--- src/rtl/fifo_reader.sv ---
// fifo_reader: pops a show-ahead FIFO into a registered valid/ready stream with packet framing, run enable and flush.
// Latency: a word popped at edge N is valid in cycle N+1; a 2-entry buffer sustains 1 word/cycle.
// Backpressure: out_ready only frees buffer slots; pops stop with 2 words held. FIFO_READER_STATS_EN adds counters.
module fifo_reader #(
  parameter int WIDTH   = 16,
  parameter int PKT_LEN = 8
) (
  input  logic             clk,
  input  logic             rstn,
  input  logic             fifo_empty,
  input  logic [WIDTH-1:0] fifo_dout,
  output logic             fifo_read,
  input  logic             en,
  input  logic             flush,
  output logic [WIDTH-1:0] out_data,
  output logic             out_valid,
  output logic             out_last,
  input  logic             out_ready,
  output logic             busy,
  output logic [31:0]      stat_words,
  output logic [31:0]      stat_dropped
);

  typedef enum logic [1:0] {IDLE, RUN, FLUSH} state_t;

  typedef struct packed {
    logic [WIDTH-1:0] dat;
    logic             last;
  } entry_t;

  localparam logic [15:0] LAST_TAG = 16'(PKT_LEN - 1);

  state_t      state_q, state_d;
  logic [1:0]  cnt_q;
  entry_t      head_q, tail_q;
  logic [15:0] pkt_q;
  logic [15:0] pkt_nxt;
  entry_t      new_entry;
  logic        pop, pop_run, xfer, flush_enter;

  always_ff @(posedge clk or negedge rstn) begin
    if (!rstn) state_q <= IDLE;
    else       state_q <= state_d;
  end

  always_comb begin
    state_d   = state_q;
    fifo_read = 1'b0;
    out_valid = 1'b0;
    busy      = 1'b0;
    unique case (state_q)
      IDLE: begin
        if (flush)   state_d = FLUSH;
        else if (en) state_d = RUN;
      end
      RUN: begin
        if (flush)    state_d = FLUSH;
        else if (!en) state_d = IDLE;
      end
      FLUSH: begin
        if (fifo_empty) state_d = IDLE;
      end
      default: state_d = IDLE;
    endcase
    fifo_read = ((state_q == RUN) && (cnt_q < 2'd2)) || (state_q == FLUSH);
    out_valid = (cnt_q != 2'd0) && (state_q != FLUSH);
    busy      = (state_q != IDLE) || (cnt_q != 2'd0);
  end

  assign pop         = fifo_read && !fifo_empty;
  assign pop_run     = pop && (state_q == RUN);
  assign xfer        = out_valid && out_ready;
  assign flush_enter = (state_q != FLUSH) && (state_d == FLUSH);

  // Every word popped in RUN is delivered in order unless a flush intervenes,
  // so the packet position can be tagged at pop time.
  assign pkt_nxt   = (pkt_q == LAST_TAG) ? 16'd0 : pkt_q + 16'd1;
  assign new_entry = '{dat: fifo_dout, last: (pkt_q == LAST_TAG)};

  always_ff @(posedge clk or negedge rstn) begin
    if (!rstn) begin
      cnt_q  <= 2'd0;
      head_q <= '0;
      tail_q <= '0;
      pkt_q  <= 16'd0;
    end else if (flush_enter) begin
      cnt_q <= 2'd0;
      pkt_q <= 16'd0;
    end else begin
      if (pop_run) pkt_q <= pkt_nxt;
      unique case ({xfer, pop_run})
        2'b10: begin
          head_q <= tail_q;
          cnt_q  <= cnt_q - 2'd1;
        end
        2'b01: begin
          if (cnt_q == 2'd0) head_q <= new_entry;
          else               tail_q <= new_entry;
          cnt_q <= cnt_q + 2'd1;
        end
        // Simultaneous pop and transfer only happens with one word held.
        2'b11: head_q <= new_entry;
        default: ;
      endcase
    end
  end

  assign out_data = head_q.dat;
  assign out_last = head_q.last;

`ifdef FIFO_READER_STATS_EN
  logic        pop_drop;
  logic [1:0]  drop_inc;
  logic [31:0] words_q, drop_q;
  logic [32:0] drop_sum;

  assign pop_drop = pop && (state_q == FLUSH);

  // On flush entry the lost words are those that would sit in the buffer after this edge.
  always_comb begin
    drop_inc = 2'd0;
    if (flush_enter)   drop_inc = cnt_q - {1'b0, xfer} + {1'b0, pop_run};
    else if (pop_drop) drop_inc = 2'd1;
  end

  assign drop_sum = {1'b0, drop_q} + {31'd0, drop_inc};

  always_ff @(posedge clk or negedge rstn) begin
    if (!rstn) begin
      words_q <= 32'd0;
      drop_q  <= 32'd0;
    end else begin
      if (xfer && (words_q != 32'hFFFF_FFFF)) words_q <= words_q + 32'd1;
      drop_q <= drop_sum[32] ? 32'hFFFF_FFFF : drop_sum[31:0];
    end
  end

  assign stat_words   = words_q;
  assign stat_dropped = drop_q;
`else
  assign stat_words   = 32'd0;
  assign stat_dropped = 32'd0;
`endif

endmodule

--- config.mk ---
export PLATFORM = sky130hd
export DESIGN_NAME = fifo_reader
export DESIGN_NICKNAME = d
export VERILOG_FILES = /design/src/rtl/fifo_reader.sv
export SDC_FILE = /design/constraint.sdc
export NUM_CORES = 1
export LEC_CHECK = 0
export BUFFER_PORTS_ARGS = -buffer_cell sky130_fd_sc_hd__buf_2
export CORE_ASPECT_RATIO = 2
export CORE_MARGIN = 5
export CORE_UTILIZATION = 51
export DETAILED_ROUTE_END_ITERATION = 10
export GPL_ROUTABILITY_DRIVEN = 1
export MAX_ROUTING_LAYER = met4
export PLACE_DENSITY = 0.79
export SLEW_MARGIN = 40
export SYNTH_ARGS = -nofsm -noshare
export SYNTH_HDL_FRONTEND = slang
export SYNTH_SLANG_ARGS = --single-unit
--- constraint.sdc ---
create_clock -name clk -period 2.5 [get_ports clk]
set_clock_uncertainty 0.05 [all_clocks]
set_input_delay 0.125 -clock clk [delete_from_list [all_inputs] [get_ports clk]]
set_output_delay 0.125 -clock clk [all_outputs]
set_load 0.01 [all_outputs]
* After elaboration in Yosys (flattened, before gate mapping)
Index checks and enable logic that the tools add are counted.
** Cells by class
- Magnitude comparators :: 1
- Muxes and demuxes :: 13
- Divide/modulo/power cells :: 0
- Reduce and logical (&&, ||, !) cells :: 18
- Shift-type cells :: 0
- Bitwise logic cells :: 2
- Equality and inequality tests :: 9
- Add/subtract/negate cells :: 3
- Multipliers :: 0
** Operators with widths (number)
- 17-bit case mux with 3 select lines :: 1
- 16-bit two-way mux :: 3
- 17-bit two-way mux :: 1
- 16-bit by 1-bit adder with 16-bit output (second input constant) :: 1
- 16-bit by 3-bit == test with 1-bit output (second input constant) :: 1
- 2-bit two-way mux :: 6
- 2-bit == test (second input constant) :: 4
- 1-bit logical AND :: 6
- 2-bit case mux with 3 select lines :: 1
- 3-bit AND reduction :: 2
- 2-bit nonzero test :: 3
- 3-bit nonzero test :: 2
- 2-bit by 1-bit == test with 1-bit output (second input constant) :: 2
- 2-bit zero test :: 2
- 2-bit inequality test (second input constant) :: 2
- 2-bit case mux with 2 select lines :: 1
- 2-bit by 1-bit adder with 2-bit output (second input constant) :: 1
- 1-bit logical OR :: 2
- 2-bit < comparator (second input constant) :: 1
- 1-bit NOT :: 2
- 2-bit by 1-bit subtractor with 2-bit output (second input constant) :: 1
- 1-bit zero test :: 1
** Word-level totals
- Latch bits :: 0
- Memories kept :: 0
- Register bits :: 54
- Memory bits (read-only) :: 0
- Memory bits (writable) :: 0
- Word-level logic and storage cells :: 53
- Output and inout bits :: 84

* Logic depth before layout (Yosys ltp)
- Depth after elaboration :: 8
- Mapped depth :: 6
- Depth with buffers taken out :: 5

* Worst setup path before layout
OpenSTA, ideal clock, no wires.
- Kind :: register -> register
- Start :: register cnt_q[0]
- End :: register tail_q[10] (netlist bit)
- Arrival time :: 1.733 ns
- Required time :: 2.325 ns
- Cell stages (with the launch flop) :: 7
- Path buffers :: 3
- Path slack :: 0.592 ns
- Cell sequence :: dfrtp_1 -> clkbuf_1 -> o211ai_1 -> o2111a_1 -> buf_2 -> buf_4 -> mux2_2
** Between the ends
- Word-level cells in the longest chain between the ends :: 7
- Elaborated cells between the ends (all ways) :: 12
** Ends and longest elaborated chain
- start: declaration :: line 34 : logic [1:0] cnt_q;
- start signal: assignment :: line 94 : cnt_q <= cnt_q - 2'd1;
- start signal: assignment :: line 99 : cnt_q <= cnt_q + 2'd1;
- 2-bit < comparator :: line 65 : fifo_read = ((state_q == RUN) && (cnt_q < 2'd2)) || (state_q == FLUSH);
- 1-bit logical AND :: line 65
- 1-bit logical OR :: line 65
- 1-bit logical AND :: line 70 : assign pop = fifo_read && !fifo_empty;
- 1-bit logical AND :: line 71 : assign pop_run = pop && (state_q == RUN);
- 2-bit by 1-bit == test with 1-bit output :: line 91 : unique case ({xfer, pop_run})
- 3-bit AND reduction (no source line) *
- end signal: assignment :: line 98 : else tail_q <= new_entry;
- end: declaration :: line 35 : entry_t head_q, tail_q;
Mark *: on every way between the ends. The rest lies on a longest branch, timed or not.
A chain may end at the register's enable or synchronous reset.

* Final worst setup path
- Start :: register cnt_q[1]
- End :: register pkt_q[14]
** Between the ends
- Word-level cells in the longest chain between the ends :: 6
** Ends and longest elaborated chain
- 2-bit < comparator :: line 65
- 1-bit logical AND :: line 65
- 1-bit logical OR :: line 65
- 1-bit logical AND :: line 70
- 1-bit logical AND :: line 71
- 2-bit nonzero test (no source line)
- end signal: assignment :: line 90 : if (pop_run) pkt_q <= pkt_nxt;
- end: declaration :: line 36 : logic [15:0] pkt_q;
No other way between the ends.

==> results.toml <==
[final_layout]
final_cell_count_no_fill = 448
stdcell_area_mm2 = 0.00343
layout-drive-gt1-share = 0.277
areaGrowthSynthToFinish_pct = 7.41
nFillCells = 526
finalNetCount = 387
diodes = 0

[synth]
avgSynthCellArea_um2 = 10.1
synth_compound_area_frac = 0.0918
synth_top_family_by_area = "buffers and inverters"
synthAdderAreaFrac = 0.00392
synthSimpleGateAreaFrac = 0.158
synth_edf_count = 0
synthArstFlopShare = 1.00
ys_seq_area_frac = 0.424
ys_warn_count = 0
synth_top_area_frac = 0.424
ys_ff_latch = 54
yosys.cell_types.count = 44
synth_xor_area_frac = 0.0247
synthFlopType = "dfrtp_1"
syn_inst = 317
synthMuxAreaShare = 0.120
syn_area_mm2 = 0.00319
yosysMostFrequentCell = "buf_4"
synthTopCellsByArea = "dfrtp_1, buf_4, mux2_2"
synth_common_cells = "buf_4, nand2_1, dfrtp_1"
yosys.area.top_type = "dfrtp_1"

[sta]
tns_ns = 0
fmax_ghz = 0.478
slew_headroom = 0.602
fin_crit_sh = 0.837
worst_pin_slew_ns = 0.597
grt_setup_unrepaired = "no"
hold_violations = 0
setup_violations = 0
worst_hold_slack_ns = 0.0287
slew_violations = 0
period_needed_ns = 2.09

[drt]
drt_first_pass_iters = 4
final_antenna_net_count = 0
via_per_inst = 5.10
finalWirelength_um = 6420
drt_iter0_drc = 125
wire_per_inst_um = 14.3
drc = 0
dr_total_vias = 2283

[clocking]
cts_tree = "yes"
hold_buffers = 2
cts_buffers = 5
post_cts_buffers = 0
cts.sinks = 54
cts_resized = 0
cts_root_buf = "clkbuf_16"
worstSkewPairLatency_ns = 0.29
clk_path_buf_depth = 2
htreeDepth = 2
path_clk_slew_ns = 0.07

[power_and_ir_drop]
clkPwrFrac = 0.246
p_per_area_mw_per_mm2 = 796
power_switching_w = 0.000848
p_comb_frac = 0.291
p_int_w = 0.00188
p_seq_frac = 0.462
switching_share = 0.311
power_leakage_nw = 1.71
ir_worst_vdd_mv = 0.375
total_power_w = 0.00273

[run]
drv_cap = 0

[min_path]
hp-class = "input pin to flop"

[outcome]
outcome = "finished, final reports clean"

[placement]
gp_congestion = 0.923
placed_cell_area_mm2 = 0.00327
placed_cells = 439
dp_hpwl_um = 4820
port_buffers = 41

[global_route]
overflow = 0
gr-usage-all-layers = 0.166
antenna_found_initial = 0
grt_max_degree = 29
grt_pass1_wl_um = 9990
grt_pass1_vias = 2107

[die]
dieArea_mm2 = 0.00803
ios = 106
die_h_um = 122
core_mm2 = 0.00606
row_count = 40
start_util = 0.527
chipWidth_um = 65.9

[worst_setup_path]
rrSetupSlack_ns = 0.41
rr_startpoint = "cnt_q[1]"
startpoint = "cnt_q[1]"
worstPathArrival_ns = 2.25
worstPathMaxFanout = 25
endpoint_kind = "flop"
r2r_end = "pkt_q[14]"
worst_setup_path_start_kind = "flop"
worstPathRequired_ns = 2.65
worstSetupPathType = "flop to flop"
cp-endpoint = "pkt_q[14]"
reg2regPathDepth = 5
==> cell families after synthesis <==
logic type | Yosys count
adders and majority gates | 1
AOI/OAI and AO/OA | 34
DFF | 54
muxes | 34
and+or+nand+nor | 104
other | 1
xor gates and xnor gates | 9
buffers and inverters | 80
==> how the worst min path moves through the flow <==
stage                            start          end  slack [ns]  cells past startpoint
after floorplan                   rstn     cnt_q[0]       -0.22                      0
after global placement            rstn  out_data[4]        0.11                      1
after detailed placement          rstn  out_data[4]        0.12                      1
after CTS                 fifo_dout[7]    tail_q[8]        0.03                      2
after global routing      fifo_dout[7]    tail_q[8]        0.03                      2
final                     fifo_dout[8]    tail_q[9]        0.03                      2
==> layer usage <==
layer  GRT usage  share of wire  routed length [um]
met5           -              0                   0
met4      0.0776          0.025                 163
met3      0.0277          0.071                 456
met2       0.295           0.56                3570
met1       0.174           0.35                2230
==> cell usage in the layout, fill, tap and decap left out, types with 2 or more instances in the layout <==
cell type       n
or4_1           2
buf_4          11
clkbuf_16       5
o211ai_1        4
nand4_1         5
or3_1           4
nand3_1         8
o21ai_0        12
buf_2          41
nand2b_1        4
mux2_2         33
clkinvlp_4      2
a21oi_1         4
xnor2_1         7
dlygate4sd3_1   2
nand2_1        56
a2111oi_4       3
inv_1           3
nor4_1          5
nor3_1          2
conb_1         64
dfrtp_1        54
nor2_1          9
o2111ai_1       2
xor2_1          2
==> area by class of cell <==
class                   instances  area [um^2]  share of cell area
clock buffers                   5          125              0.0365
clock inverters                 2         15.0             0.00438
inverters                       3         11.3             0.00329
multi-input cells             246         1510               0.441
flip-flops and latches         54         1350               0.394
well taps                      84          105              0.0307
repair buffers                 54          308              0.0898
==> worst max-delay path: stages (launching register included) <==
cell and delay, ns:
dfrtp_1 0.46, or4b_1 0.54, buf_4 0.25, nor2_1 0.32, nand2_1 0.15, o211ai_1 0.22
==> through the flow <==
step	util	worst slack, ns
floorplan	-	0.592
global placement	0.539	0.525
detailed placement	0.539	0.422
CTS	0.566	0.405
global route	0.566	0.288
finish	0.566	0.407
==> state kept, by name, indices dropped and copies added (netlist names) <==
register and cells:
out_last 1, tail_q 17, out_data 16, cnt_q 2, state_q 2, pkt_q 16
==> power by group through the flow <==
stage | combinational (W) | clock, W | sequential (W)
floorplan | 0.000536 | 0 | 0.00132
global placement | 0.000781 | 0 | 0.00126
CTS | 0.000806 | 0.000688 | 0.00126
detailed placement | 0.000802 | 0 | 0.00128
global route | 0.000882 | 0.000728 | 0.00130
finish | 0.000795 | 0.000672 | 0.00126
Note: power is estimated with default switching activity, not from simulation.
